===== src/rtl/pipreg_elastic_if.sv =====
// Handshake bundle for one elastic pipeline stage: upstream accept side, downstream
// present side, flush and occupancy. The stage uses the slave modport.
interface pipreg_elastic_if #(
  parameter int unsigned WIDTH = 32
) ();
  logic             in_valid;
  logic             in_ready;
  logic [WIDTH-1:0] in_data;
  logic             out_valid;
  logic             out_ready;
  logic [WIDTH-1:0] out_data;
  logic             flush;
  logic [1:0]       occupancy;

  modport master (
    output in_valid, in_data, out_ready, flush,
    input  in_ready, out_valid, out_data, occupancy
  );

  modport slave (
    input  in_valid, in_data, out_ready, flush,
    output in_ready, out_valid, out_data, occupancy
  );
endinterface


===== src/rtl/pipreg_elastic.sv =====
// Elastic pipeline stage: main + skid buffer under valid/ready, all outputs from flops,
// synchronous flush, optional zeroing of the payload whenever the stage is empty.
module pipreg_elastic #(
  parameter int unsigned WIDTH          = 32,
  parameter bit          CLEAR_ON_EMPTY = 1'b1
) (
  input  logic              clk,
  input  logic              reset,
  pipreg_elastic_if.slave   bus
);

  typedef enum logic [1:0] {
    EMPTY = 2'd0,
    ONE   = 2'd1,
    FULL  = 2'd2
  } state_e;

  state_e           state_q, state_d;
  logic [WIDTH-1:0] main_q, main_d;
  logic [WIDTH-1:0] skid_q, skid_d;
  logic             out_valid_q, out_valid_d;
  logic             in_ready_q, in_ready_d;
  logic             in_fire;
  logic             out_fire;

  // Handshake events only ever see registered ready/valid, so no comb path to outputs.
  assign in_fire  = bus.in_valid & in_ready_q;
  assign out_fire = out_valid_q & bus.out_ready;

  always_ff @(posedge clk or negedge reset) begin
    if (!reset) begin
      state_q     <= EMPTY;
      main_q      <= '0;
      skid_q      <= '0;
      out_valid_q <= 1'b0;
      in_ready_q  <= 1'b1;
    end else begin
      state_q     <= state_d;
      main_q      <= main_d;
      skid_q      <= skid_d;
      out_valid_q <= out_valid_d;
      in_ready_q  <= in_ready_d;
    end
  end

  always_comb begin
    state_d = state_q;
    main_d  = main_q;
    skid_d  = skid_q;

    if (bus.flush) begin
      // An out_fire here is already consumed downstream; nothing left to move.
      state_d = EMPTY;
      if (CLEAR_ON_EMPTY) begin
        main_d = '0;
        skid_d = '0;
      end
    end else begin
      unique case (state_q)
        EMPTY: begin
          if (in_fire) begin
            state_d = ONE;
            main_d  = bus.in_data;
          end
        end
        ONE: begin
          if (in_fire && out_fire) begin
            main_d = bus.in_data;
          end else if (in_fire) begin
            state_d = FULL;
            skid_d  = bus.in_data;
          end else if (out_fire) begin
            state_d = EMPTY;
            if (CLEAR_ON_EMPTY) main_d = '0;
          end
        end
        FULL: begin
          if (out_fire) begin
            state_d = ONE;
            main_d  = skid_q;
          end
        end
        default: begin
          state_d = EMPTY;
        end
      endcase
    end

    out_valid_d = (state_d != EMPTY);
    in_ready_d  = (state_d != FULL);
  end

  assign bus.in_ready  = in_ready_q;
  assign bus.out_valid = out_valid_q;
  assign bus.out_data  = main_q;
  assign bus.occupancy = 2'(state_q);

endmodule


===== src/flat_wrapper.sv =====
// flat-port wrapper written by rule: the top's interface ports become plain ports
module pipreg_elastic_flat 
#(
  parameter int unsigned WIDTH          = 32,
  parameter bit          CLEAR_ON_EMPTY = 1'b1
)
  (clk, reset, bus_in_valid, bus_in_data, bus_out_ready, bus_flush, bus_in_ready, bus_out_valid, bus_out_data, bus_occupancy);
  pipreg_elastic_if #(.WIDTH(WIDTH)) bus_i ();
  input  logic clk;
  input  logic reset;
  input wire logic [$bits(bus_i.in_valid)-1:0] bus_in_valid;
  input wire logic [$bits(bus_i.in_data)-1:0] bus_in_data;
  input wire logic [$bits(bus_i.out_ready)-1:0] bus_out_ready;
  input wire logic [$bits(bus_i.flush)-1:0] bus_flush;
  output wire logic [$bits(bus_i.in_ready)-1:0] bus_in_ready;
  output wire logic [$bits(bus_i.out_valid)-1:0] bus_out_valid;
  output wire logic [$bits(bus_i.out_data)-1:0] bus_out_data;
  output wire logic [$bits(bus_i.occupancy)-1:0] bus_occupancy;
  assign bus_i.in_valid = bus_in_valid;
  assign bus_i.in_data = bus_in_data;
  assign bus_i.out_ready = bus_out_ready;
  assign bus_i.flush = bus_flush;
  assign bus_in_ready = bus_i.in_ready;
  assign bus_out_valid = bus_i.out_valid;
  assign bus_out_data = bus_i.out_data;
  assign bus_occupancy = bus_i.occupancy;
  pipreg_elastic #(.WIDTH(WIDTH), .CLEAR_ON_EMPTY(CLEAR_ON_EMPTY)) u_core (.clk(clk), .reset(reset), .bus(bus_i));
endmodule

===== config.mk =====
export PLATFORM = sky130hd
export DESIGN_NAME = pipreg_elastic_flat
export DESIGN_NICKNAME = d
export VERILOG_FILES = /design/src/rtl/pipreg_elastic_if.sv /design/src/rtl/pipreg_elastic.sv /design/src/flat_wrapper.sv
export SDC_FILE = /design/constraint.sdc
export NUM_CORES = 1
export LEC_CHECK = 0
export ABC_CLOCK_PERIOD_IN_PS = 3800
export BUFFER_PORTS_ARGS = -buffer_cell sky130_fd_sc_hd__buf_2
export CAP_MARGIN = 20
export CELL_PAD_IN_SITES_DETAIL_PLACEMENT = 1
export CELL_PAD_IN_SITES_GLOBAL_PLACEMENT = 1
export CORE_UTILIZATION = 30
export CTS_CLUSTER_SIZE = 30
export DETAILED_ROUTE_END_ITERATION = 8
export GPL_TIMING_DRIVEN = 1
export PLACE_DENSITY = 0.6
export SLEW_MARGIN = 25
export SYNTH_ARGS = -nofsm -noshare
export SYNTH_HDL_FRONTEND = slang
export SYNTH_SLANG_ARGS = --single-unit

===== constraint.sdc =====
create_clock -name clk -period 3.8 [get_ports clk]
set_input_delay 0.38 -clock clk [delete_from_list [all_inputs] [get_ports clk]]
set_output_delay 0.38 -clock clk [all_outputs]
set_load 0.02 [all_outputs]

-- Yosys cells after proc, flatten, opt, wreduce, memory -nomap -nowiden
Index checks and enable logic that the tools add are counted.
- register bits: 68
- bits of input ports: 37
- output and inout port bits: 36
- word-level logic and storage cells: 40
- eq/ne operators: 8
- multiplexer cells: 17
- bitwise logic cells: 2
- reduce and logical (&&, ||, !) cells: 8
- operators by type and width (kind ; count):
    $mux 32 ; 9
    $pmux 32 s3 ; 1
    $mux 2 ; 6
    $ne 3x2->1 const B ; 2
    $pmux 2 s3 ; 1
    $reduce_bool 2->1 ; 3
    $reduce_and 5->1 ; 1
    $ne 2x2->1 const B ; 2
    $ne 4x2->1 const B ; 1
    $ne 4x4->1 const B ; 1
    $reduce_bool 4->1 ; 1
    $reduce_and 3->1 ; 1
    $and 1x1->1 ; 2
    $eq 2x1->1 const B ; 1
    $eq 2x2->1 const B ; 1
    $logic_not 2->1 ; 1
    $logic_and 1x1->1 ; 1

-- Longest topological paths before layout
Gate-level depths: netlist of the first run.
- depth in word-level cells: 7
- mapped depth: 8
- mapped depth without buffers: 6

-- Worst setup path after synthesis of the first run
No wires, ideal clock.
- kind: reg2reg
- start: register u_core.state_q[0] (netlist: u_core.bus.occupancy[0])
- end: register u_core.main_q[0] (netlist: u_core.bus.out_data[0])
- library setup time: 0.136 ns
- arrival: 1.640 ns
- data required time: 3.664 ns
- slack: 2.024 ns
- stages on the path, launching flop included: 8
- path buffers: 2
- period minus slack after synthesis: 1.776 ns
- cell sequence: dfrtp_1 -> inv_1 -> ha_1 -> and2_1 -> clkbuf_1 -> buf_2 -> a221oi_1 -> nor3_1
- cells in the longest elaborated chain, start to end: 3
- elaborated cells between the ends (all ways): 11
- classes of those cells: 6 x eq/ne; 2 x mux; 3 x reduce/logical
- ends and longest elaborated chain (element ; line ; source):
    start, declared ; pipreg_elastic.sv:18 ; state_e state_q, state_d;
    start signal, assigned ; pipreg_elastic.sv:38 ; state_q <= state_d;
    $eq 2x1->1, or another cell as far along ; pipreg_elastic.sv:59 ; unique case (state_q)
    $ne 4x4->1 (no source line), or another cell as far along ; -- ;
    $reduce_and 5->1 (no source line) / $mux 32 (equally long branches) ; -- ;
    end signal, assigned ; pipreg_elastic.sv:39 ; main_q <= main_d;
    end, declared ; pipreg_elastic.sv:19 ; logic [WIDTH-1:0] main_q, main_d;
Several ways; a longest one is shown, not always the timed one.
A chain may end at the register's enable or synchronous reset.

-- Worst setup path after layout of the first run
- start: register u_core.state_q[1] (netlist: u_core.bus.occupancy[1])
- end: register u_core.main_q[18] (netlist: u_core.bus.out_data[18])
The elaborated chain is that of the path after synthesis.

==> impl_summary.md, run 1 <==
STA
The final number of hold-violating endpoints is 0. The worst clock skew is 0.00839 ns. Setup repair after global routing left no endpoint under its margin. The minimum period implied by the final worst setup slack is 2.45 ns. The transition time at the pin with the least slew margin is between 0.9 and 1 ns.

The max-slew violation count is 0. The final sum of negative setup slack is 0 ns. In the finished design, the share of the clock period the worst path needs comes to 0.645.

Measured against its own limit, the worst slew margin works out to 0.350. Setup violations remaining at the end of the flow were counted as 0. Derived from the worst setup path, the maximum achievable clock frequency is 408 MHz.

Power and ir drop
The share of total power dissipated in sequential elements is 0.433. VDD sags by at most 0.229 mV. Of the total power, the clock network draws 0.303. Of the total power, the share spent switching nets is 0.344. Internal power comes to 0.00130 W. Power spread over the standard cell area amounts to 544 mW/mm^2. The share of power burned in combinational logic is 0.265. The completed layout was analyzed and its total power is 0.00199 W. The analysis attributes to cell leakage a power of about 1.7 nW.

The analysis attributes to net switching a power of roughly 0.00068 W.

Route
The number of iterations in the first detailed-routing pass is 4. The routed layout has 2,593 vias. After detailed routing, the average wire length per cell comes to 16.2 um. The via density per instance is 5.04. The post-detailed-route DRC marker count is 0.

The detail route stage leaves a number of antenna-violating nets equal to 0. Summed over all layers, the routed wires come to roughly 8300 um. The first routing iteration left 125 violations.

Clock network
The post-CTS resize count is 0. After clock tree synthesis, the flow added hold-fix buffers numbering 0. Clock-pin slew was measured on the worst setup and hold paths at 0.08 ns. The clock latency on the worst-skew pair is 0.34 ns.

The TritonCTS sink count is 68. After clock tree synthesis, the setup repair step added 0 buffers. The CTS H-tree depth is 3.

The number of buffers on the longest clock path is 2. TritonCTS built the clock tree. TritonCTS created 9 clock buffers. In this run the clock root is driven by a clkbuf_8.

Final layout
With fillers left out, the area of the finished cells amounts to 0.00365 mm^2. The net count of the finished layout is between 400 and 500. 0 antenna diodes ended up in the layout. The count of placed standard cells in the final layout, fillers left out is 514. In the final layout, the share of cells above drive strength 1 is 0.260. The area added between synthesis and finish is 21.7%. The number of inserted filler cells in the final layout is between 1,000 and 1,500.

Floorplan
The die covers 0.0104 mm^2. During I/O placement, the number of pins put on the boundary was 73. The area of the core region is 0.00973 mm^2. The initial core utilization is 0.308. The die is 102 um wide. The vertical die dimension is 102 um. After floorplanning, the core was divided into 36 placement rows.

Synth
The largest family of logic cells by synthesized area is simple AND/OR/NAND/NOR gates. The total of warnings raised by yosys is 0. Of the total synthesized cell area, the portion taken by XOR and XNOR cells is 0.00292. The complex-gate fraction of the synthesized area came to 0.175. The most used flip-flop cell after synthesis is dfrtp_1. By area the synthesized netlist is led by dfrtp_1, a221oi_1, nand2_1. Of the total synthesized cell area, the portion taken by full adders, half adders and majority gates is 0.0167. The average instance in the mapped netlist occupies 9.49 um^2. The share of cell area taken by muxes after synthesis is 0. The sequential-to-total area share from yosys stat is 0.568.

Counting flops and latches in the post-synthesis netlist gives 68. The number of different library cells in the post-synthesis netlist is 25. In the synthesized netlist the async set-or-reset flop fraction comes to 1.00. The share of synthesized area in the top cell type comes to 0.559. In this run the cell area of the synthesized design comes to 0.00300 mm^2. The net count after synthesis is between 300 and 400. The leading area contributor after synthesis is dfrtp_1. The synthesized-area fraction occupied by and/or/nand/nor cells is 0.195.

The synthesized design contains 0 enable-type register cells. Synthesis produced 316 cells. Counting instances in the post-synthesis netlist gives the leading cell types as dfrtp_1, nand2_1, a21oi_1, nor2_1.

Min path
The kind of path behind the tightest hold check is in -> async.

Placed design
Detailed placement ended at an HPWL of just over 5000 um. Routability-driven placement finished with a final weighted congestion of 0.756. The count of input and output buffers is 72. The total instance count after detailed placement is 498.

The area after detailed placement is roughly 0.0035 mm^2.

Setup path
The maximum fanout along the worst path is 18. The worst setup path is of the reg -> reg kind. The type of destination of the critical path is a flop. Measured in cells, the most critical reg-to-reg path has a length of 7. The data arrival at the endpoint of the critical path is 2.70 ns. The worst setup path is launched from a flop.

The worst register-to-register path has a setup slack of approximately 1.3 ns. For the worst setup path, the data required time is 4.04 ns.

Global route
Summed over all layers, the global routing overflow is 0. The first global-routing pass estimated between 10,000 and 15,000 um of wire. The initial antenna violation count was 0. The via count of the first global-routing pass is 2,604.

The pin count of the biggest net entering global routing is 69. Across every metal layer, demand over resource in global routing totals 0.172.

Flow run
The max-capacitance violation count is 0.

Run status
The flow ran to the end, and the final reports show no timing, DRC or antenna violations.
-- power by group through the flow --
stage          sequential [W]  clock [W]  combinational (W)
2_1_floorplan        0.000955          0           0.000261
3_3_place_gp         0.000873          0           0.000530
3_5_place_dp         0.000875          0           0.000535
4_1_cts              0.000862   0.000618           0.000537
5_1_grt              0.000870   0.000652           0.000590
6_report             0.000860   0.000601           0.000526
-- logic make-up after synthesis --
logic type	Yosys count
buffers and inverters	29
AOI/OAI and AO/OA	74
xor gates and xnor gates	1
adders and majority gates	4
DFF	68
and+or+nand+nor	140
-- worst max-delay path, stage by stage, from the launching register on --
cell and delay (ns):
dfrtp_1 0.41, inv_1 0.13, ha_1 0.25, nand3_2 0.18, o21ai_2 0.66, buf_4 0.37, a221oi_1 0.12, nor3_1 0.23
-- routing by layer --
| layer | wire (um) | share of wire | up-vias | track usage |
|---|---|---|---|---|
| li1 | - | - | 1227 | - |
| met1 | 3840 | 0.46 | 1303 | 0.224 |
| met2 | 4060 | 0.49 | 54 | 0.278 |
| met3 | 336 | 0.040 | 9 | 0.0404 |
| met4 | 98 | 0.012 | 0 | 0.0626 |
| met5 | 0 | 0 | - | 0 |
-- through the flow --
step / setup slack (ns) / hold slack (ns) / utilization
final: 1.35 / 0.150 / 0.375
after global routing: 1.18 / 0.222 / 0.375
after CTS: 1.29 / 0.189 / 0.375
after detailed placement: 1.32 / 0.516 / 0.355
after global placement: 1.38 / 0.509 / 0.355
after floorplan: 2.02 / 0.0844 / -
-- path summary, 6_finish.rpt --
| path | from | end |
|---|---|---|
| max in group asynchronous | reset | u_core.skid_q[9] |
| min in group clk | bus_in_data[3] | u_core.skid_q[3] |
| setup reg to reg | u_core.bus.occupancy[1] | u_core.bus.out_data[18] |
| hold reg to reg | u_core.skid_q[15] | u_core.skid_q[15] |
| hold / removal | reset | u_core.bus.out_data[16] |
| setup / recovery | u_core.bus.occupancy[1] | u_core.bus.out_data[18] |
-- cell type report --
type,instances,area [um^2],area share
clock buffer,12,145,0.0397
clock inverter,4,48.8,0.0134
inverter,2,7.51,0.00206
multi-input combinational,219,1190,0.325
sequential,68,1700,0.466
tap,133,166,0.0456
timing repair buffer,76,393,0.108
-- layout by cell type, fill, tap and decap left out, types with 4 or more instances in the layout --
cell,instances
a21oi_1,33
a221oi_1,32
buf_2,71
buf_4,5
clkbuf_8,10
dfrtp_1,67
ha_1,4
nand2_1,67
nor2_1,33
nor3_1,32
-- flip-flops by register name (all words and copies together), names as in the netlist --
| name | count |
|---|---|
| u_core.bus.occupancy | 2 |
| u_core.bus.out_data | 32 |
| u_core.skid_q | 32 |
| u_core.bus.in_ready | 1 |
| u_core.bus.out_valid | 1 |
(Power assumes the default switching activity.)
==> run 2: changes to the inputs <==
--- a/config.mk
+++ b/config.mk
@@ -5,7 +5,7 @@
 export SDC_FILE = /design/constraint.sdc
 export NUM_CORES = 1
 export LEC_CHECK = 0
-export ABC_CLOCK_PERIOD_IN_PS = 3800
+export ABC_CLOCK_PERIOD_IN_PS = 2500
 export BUFFER_PORTS_ARGS = -buffer_cell sky130_fd_sc_hd__buf_2
 export CAP_MARGIN = 20
 export CELL_PAD_IN_SITES_DETAIL_PLACEMENT = 1
==> constraint.sdc (replaced) <==
create_clock -name clk -period 2.5 [get_ports clk]
set_input_delay 0.25 -clock clk [delete_from_list [all_inputs] [get_ports clk]]
set_output_delay 0.25 -clock clk [all_outputs]
set_load 0.02 [all_outputs]
==> run 2 against run 1 <==
Net effect:
- register-to-register slack got worse by 1.1 ns
- maximum frequency rose by 9.6%
- sequential share of layout area fell by 0.24 points
- worst hold slack got worse by 0.13 ns
- critical endpoint is now u_core.bus.out_data[4]
==> impl_summary.md, run 2 (same netlist as run 1, synthesis figures left out) <==
STA
The ratio of final minimum period to clock period was 0.895 (was 0.645). The highest achievable clock rate is 447 MHz (was 408 MHz). The transition time at the pin with the least slew margin came to 0.900 ns (was 0.973 ns). The post-route worst setup slack is 0.263 ns (was 1.35 ns).

The final count of negative-setup-slack endpoints is 0 (unchanged). The minimum period implied by the final worst setup slack is 2.24 ns (was 2.45 ns). The max-slew violation count is 0 (unchanged). The final number of hold-violating endpoints is 0 (unchanged). The worst clock skew came to 0.0122 ns (was 0.00839 ns). The worst hold slack was 0.0202 ns (was 0.150 ns).

The final sum of negative setup slack is 0 ns (unchanged). RSZ-0062 raised after global routing: no (unchanged). The worst relative slew slack was 0.400 (was 0.350).

Route
The total length of routed wires was 8500 um (was 8340 um). The via total after detailed routing was 2,581 (was 2,593). The post-detailed-route DRC marker count was 0 (unchanged).

The via density per instance is 5.00 (was 5.04). The initial DRC count is 115 (was 125). The wire length per cell after detailed routing is 16.5 um (was 16.2 um). The count of nets left with antenna violations after detail routing came to 0 (unchanged).

The number of iterations in the first detailed-routing pass is 4 (unchanged).

Clock network
The CTS tree was built (unchanged). The TritonCTS sink count is 68 (unchanged). The CTS buffer count was 9 (unchanged). The clock-pin slew of the registers on the worst-case setup and hold paths is 0.07 ns (was 0.08 ns).

The library cell used as clock root buffer was clkbuf_8 (unchanged). The number of buffers on the longest clock path is 2 (unchanged). The clock latency on the worst-skew pair came to 0.34 ns (about the same). The CTS H-tree depth is 3 (unchanged). The post-CTS resize count was 0 (unchanged). The post-CTS setup buffer count is 0 (unchanged). The number of buffers inserted for hold repair after clock tree synthesis is 0 (unchanged).

Global route
The total congestion overflow after global routing is 0 (unchanged). The initial antenna violation count was 0 (unchanged). The via count of the first global-routing pass is 2,688 (was 2,604). The first-pass GRT wire length is 13,800 um (was 13,400 um).

The total global routing track utilization is 0.177 (was 0.172). The pin count of the biggest net entering global routing is 69 (unchanged).

Setup path
The type of element launching the critical path is a flop (unchanged). The maximum fanout along the worst path was 18 (unchanged). The data arrival at the endpoint of the critical path was 2.49 ns (was 2.70 ns).

The worst endpoint required time is 2.75 ns (was 4.04 ns). The register-to-register setup slack came to 0.26 ns (was 1.35 ns). The type of destination of the critical path is a flop (unchanged). The start-to-end type of the worst setup path is reg -> reg (unchanged).

Floorplan
The vertical die dimension is 102 um (unchanged). The total number of placement rows is 36 (unchanged). The top-level port count was 73 (unchanged). The area of the core region is 0.00973 mm^2 (unchanged). The horizontal extent of the die is 102 um (unchanged). The initial core utilization is 0.308 (unchanged). The overall die area came to 0.0104 mm^2 (unchanged).

Final layout
The fraction of layout instances using a drive strength above 1 was 0.264 (was 0.260). Top library cells by usage in the layout, fill and taps aside: buf_2, nand2_1, dfrtp_1, a21oi_1, nor2_1 (unchanged). The commonest non-fill, non-tap cell in the layout is buf_2 (unchanged).

The final antenna diode count came to 0 (unchanged). The area added between synthesis and finish came to 22.4% (was 21.7%). The number of nets in the finished design is 420 (was 417). The count of placed standard cells in the final layout, fillers left out is 516 (was 514).

Placed design
The routability congestion estimate was 0.697 (was 0.756). The post-detailed-placement half-perimeter wirelength came to 5240 um (was 5130 um). The total instance count after detailed placement was 501 (was 498).

The placement-stage worst setup slack is 0.244 ns (was 1.32 ns). The count of input and output buffers is 72 (unchanged).

Min path
The kind of path behind the tightest hold check is in -> async (unchanged).

Power and ir drop
The peak ir drop on the vdd network is 0.218 mV (was 0.229 mV). The total power came to 0.00302 W (was 0.00199 W). The leakage power of the design is 1.69 nW (about the same). The power density of the placed cells is 823 mW/mm^2 (was 544 mW/mm^2).

Run status
Result of the run: finished clean (unchanged).

Flow run
The max-capacitance violation count was 0 (unchanged).
run 2: changes by cell type in the layout (fill, tap and decap cells not counted), sizes merged:
| cell | change |
|---|---|
| buf | +3 |
| clkbuf | -1 |
| clkinv | -2 |
| clkinvlp | +2 |
run 2: cell type report:
class	count	area, um^2
Clock buffer	11	141
Clock inverter	4	50.0
Fill cell	1193	6060
Inverter	2	7.51
Multi-Input combinational cell	219	1190
Sequential cell	68	1700
Tap cell	133	166
Timing Repair Buffer	79	415
run 2: final timing paths:
check                                          end                    start  cells past startpoint
hold reg to reg                  u_core.skid_q[15]        u_core.skid_q[15]                      2
hold / removal             u_core.bus.out_data[14]                    reset                      1
setup / recovery            u_core.bus.out_data[4]  u_core.bus.occupancy[0]                      7
min in group clk                  u_core.skid_q[7]           bus_in_data[7]                      3
setup reg to reg            u_core.bus.out_data[4]  u_core.bus.occupancy[0]                      7
max in group asynchronous  u_core.bus.out_data[23]                    reset                      1
run 2: through the flow:
step	utilization	cell area [um^2]
CTS	0.377	3670
global placement	0.358	3480
floorplan	-	3000
detailed placement	0.358	3480
finish	0.377	3670
global route	0.377	3670
run 2: report_power, final:
part           internal, W  switching (W)  total [W]
clock             0.000481       0.000420   0.000901
combinational     0.000269       0.000542   0.000810
sequential         0.00123      0.0000805    0.00131
total              0.00198        0.00104    0.00302
run 2: critical path, stage by stage (launching register included):
cell,delay [ns]
dfrtp_1,0.43
inv_1,0.09
ha_1,0.35
nand2b_1,0.16
a21o_1,0.48
buf_4,0.35
a221oi_1,0.08
nor3_1,0.20
run 2: metal layers:
layer,track usage,share of wire
met1,0.242,0.49
met2,0.272,0.46
met3,0.0410,0.035
met4,0.0681,0.012
met5,0,0
==> run 3: changes to the inputs <==
--- a/config.mk
+++ b/config.mk
@@ -14,7 +14,7 @@
 export CTS_CLUSTER_SIZE = 30
 export DETAILED_ROUTE_END_ITERATION = 8
 export GPL_TIMING_DRIVEN = 1
-export PLACE_DENSITY = 0.6
+export PLACE_DENSITY = 0.66
 export SLEW_MARGIN = 25
 export SYNTH_ARGS = -nofsm -noshare
 export SYNTH_HDL_FRONTEND = slang
==> run 3 against run 2 <==
Net effect:
- count of clock-buffer cells in the layout unchanged
- total power increased by 5.5%
- worst setup slack worse by 0.014 ns
- critical path type unchanged
==> impl_summary.md, run 3 (same netlist as run 1, synthesis figures left out) <==
Run status
Result of the run: finished clean (unchanged).

Route
The total length of routed wires is 8500 um (about the same). The number of iterations in the first detailed-routing pass is 4 (unchanged). The post-detailed-route DRC marker count was 0 (unchanged). The count of nets left with antenna violations after detail routing is 0 (unchanged).

The wire length per cell after detailed routing is 16.4 um (was 16.5 um). The initial DRC count was 102 (was 115). The via total after detailed routing is 2,603 (was 2,581). The via density per instance came to 5.03 (was 5.00).

Clock network
The number of buffers inserted for hold repair after clock tree synthesis is 0 (unchanged). The post-CTS setup buffer count is 0 (unchanged). The post-CTS resize count is 0 (unchanged). The TritonCTS sink count is 68 (unchanged). The CTS tree is built (unchanged).

The CTS H-tree depth is 3 (unchanged). The CTS buffer count is 9 (unchanged). The library cell used as clock root buffer is clkbuf_8 (unchanged). The clock-pin slew of the registers on the worst-case setup and hold paths is 0.08 ns (was 0.07 ns). The clock latency on the worst-skew pair is 0.35 ns (was 0.34 ns). The number of buffers on the longest clock path was 2 (unchanged).

STA
RSZ-0062 raised after global routing: no (unchanged). The final number of hold-violating endpoints is 0 (unchanged). The worst clock skew came to 0.00898 ns (was 0.0122 ns). The max-slew violation count was 0 (unchanged). The final sum of negative setup slack is 0 ns (unchanged). The highest achievable clock rate is 444 MHz (was 447 MHz). The ratio of final minimum period to clock period is 0.900 (was 0.895). The minimum period implied by the final worst setup slack is 2.25 ns (was 2.24 ns).

The transition time at the pin with the least slew margin came to 0.895 ns (was 0.900 ns). The final count of negative-setup-slack endpoints was 0 (unchanged). The worst relative slew slack is 0.403 (was 0.400).

Setup path
The type of destination of the critical path was a flop (unchanged). The register-to-register setup slack is 0.25 ns (was 0.26 ns). The launching element of the worst setup path is u_core.bus.occupancy[1] (was u_core.bus.occupancy[0]). The type of element launching the critical path is a flop (unchanged).

The data arrival at the endpoint of the critical path is 2.50 ns (was 2.49 ns). The start-to-end type of the worst setup path is reg -> reg (unchanged). The count of cells along the worst register-to-register path is 7 (unchanged). The end of the worst register-to-register path is u_core.bus.out_data[10] (was u_core.bus.out_data[4]). The maximum fanout along the worst path came to 19 (was 18). The startpoint of the worst register-to-register path is u_core.bus.occupancy[1] (was u_core.bus.occupancy[0]). The worst endpoint required time is 2.75 ns (about the same).

Global route
The via count of the first global-routing pass is 2,647 (was 2,688). The first-pass GRT wire length is 13,400 um (was 13,800 um). The total global routing track utilization is 0.172 (was 0.177). The pin count of the biggest net entering global routing is 69 (unchanged). The total congestion overflow after global routing is 0 (unchanged). The initial antenna violation count is 0 (unchanged).

Final layout
The count of placed standard cells in the final layout, fillers left out is 517 (was 516). The final antenna diode count is 0 (unchanged). The fraction of layout instances using a drive strength above 1 is 0.268 (was 0.264). The commonest non-fill, non-tap cell in the layout is buf_2 (unchanged). The number of nets in the finished design was 420 (unchanged).

The area added between synthesis and finish is 24.2% (was 22.4%). Top library cells by usage in the layout, fill and taps aside: buf_2, nand2_1, dfrtp_1, a21oi_1, nor2_1 (unchanged). The number of inserted filler cells in the final layout is 1,171 (was 1,193).

Floorplan
The vertical die dimension was 102 um (unchanged). The top-level port count came to 73 (unchanged). The area of the core region was 0.00973 mm^2 (unchanged). The total number of placement rows came to 36 (unchanged). The overall die area came to 0.0104 mm^2 (unchanged). The horizontal extent of the die was 102 um (unchanged). The initial core utilization was 0.308 (unchanged).

Power and ir drop
The leakage power of the design is 1.72 nW (was 1.69 nW). The peak ir drop on the vdd network came to 0.273 mV (was 0.218 mV). The power density of the placed cells was 856 mW/mm^2 (was 823 mW/mm^2).

Min path
The kind of path behind the tightest hold check is in -> async (unchanged).

Placed design
The post-detailed-placement half-perimeter wirelength is 5360 um (was 5240 um). The count of input and output buffers was 72 (unchanged). The routability congestion estimate is 0.760 (was 0.697). The total instance count after detailed placement is 501 (unchanged).

Flow run
The max-capacitance violation count is 0 (unchanged).
## run 3: cell count changes in the layout (fill, tap and decap cells not counted), sizes merged
cell | previous run | this run
bufinv | 1 | 2
## run 3: final cells by class
type | instances | area, um^2 | area share
repair buffers | 79 | 428 | 0.115
multi-input cells | 219 | 1190 | 0.319
inverters | 2 | 7.51 | 0.00201
flip-flops and latches | 68 | 1700 | 0.457
well taps | 133 | 166 | 0.0446
clock inverters | 5 | 83.8 | 0.0225
clock buffers | 11 | 151 | 0.0406
## run 3: worst max path at each step
| stage | endpoint |
|---|---|
| after floorplan | u_core.bus.out_data[0] |
| after detailed placement | u_core.bus.out_data[24] |
| after CTS | u_core.bus.out_data[24] |
| final | u_core.bus.out_data[10] |
| after global placement | u_core.bus.out_data[23] |
| after global routing | u_core.bus.out_data[23] |
## run 3: routing by layer
metal	GRT usage	wire, um	up-vias	part of all wire
li1	-	-	1229	-
met1	0.219	3760	1302	0.44
met3	0.0376	377	7	0.044
met5	0	0	-	0
met4	0.0560	85	0	0.010
met2	0.290	4280	65	0.50
## run 3: where the power goes
part           leakage, nW  switching, W  internal, W
sequential           0.915     0.0000812      0.00123
clock                0.112      0.000439     0.000618
combinational        0.691      0.000542     0.000279
total                 1.72       0.00106      0.00213
## run 3: worst max-delay path, cell delays in order, from the launching register on
cell       delay [ns]
dfrtp_1          0.42
inv_1            0.13
ha_1             0.27
a2bb2oi_2        0.27
a21o_1           0.45
buf_4            0.35
a221oi_1         0.08
nor3_1           0.19
## run 3: through the flow
step | utilization | power, W | hold WS, ns | setup slack (ns) | area [um^2]
2_1_floorplan | - | 0.00185 | -0.0456 | 0.724 | 3000
3_3_place_gp | 0.359 | 0.00215 | 0.432 | 0.321 | 3490
3_5_place_dp | 0.359 | 0.00217 | 0.442 | 0.258 | 3490
4_1_cts | 0.383 | 0.00324 | 0.0598 | 0.243 | 3730
5_1_grt | 0.383 | 0.00337 | 0.0843 | 0.0181 | 3730
6_report | 0.383 | 0.00319 | 0.0139 | 0.250 | 3730
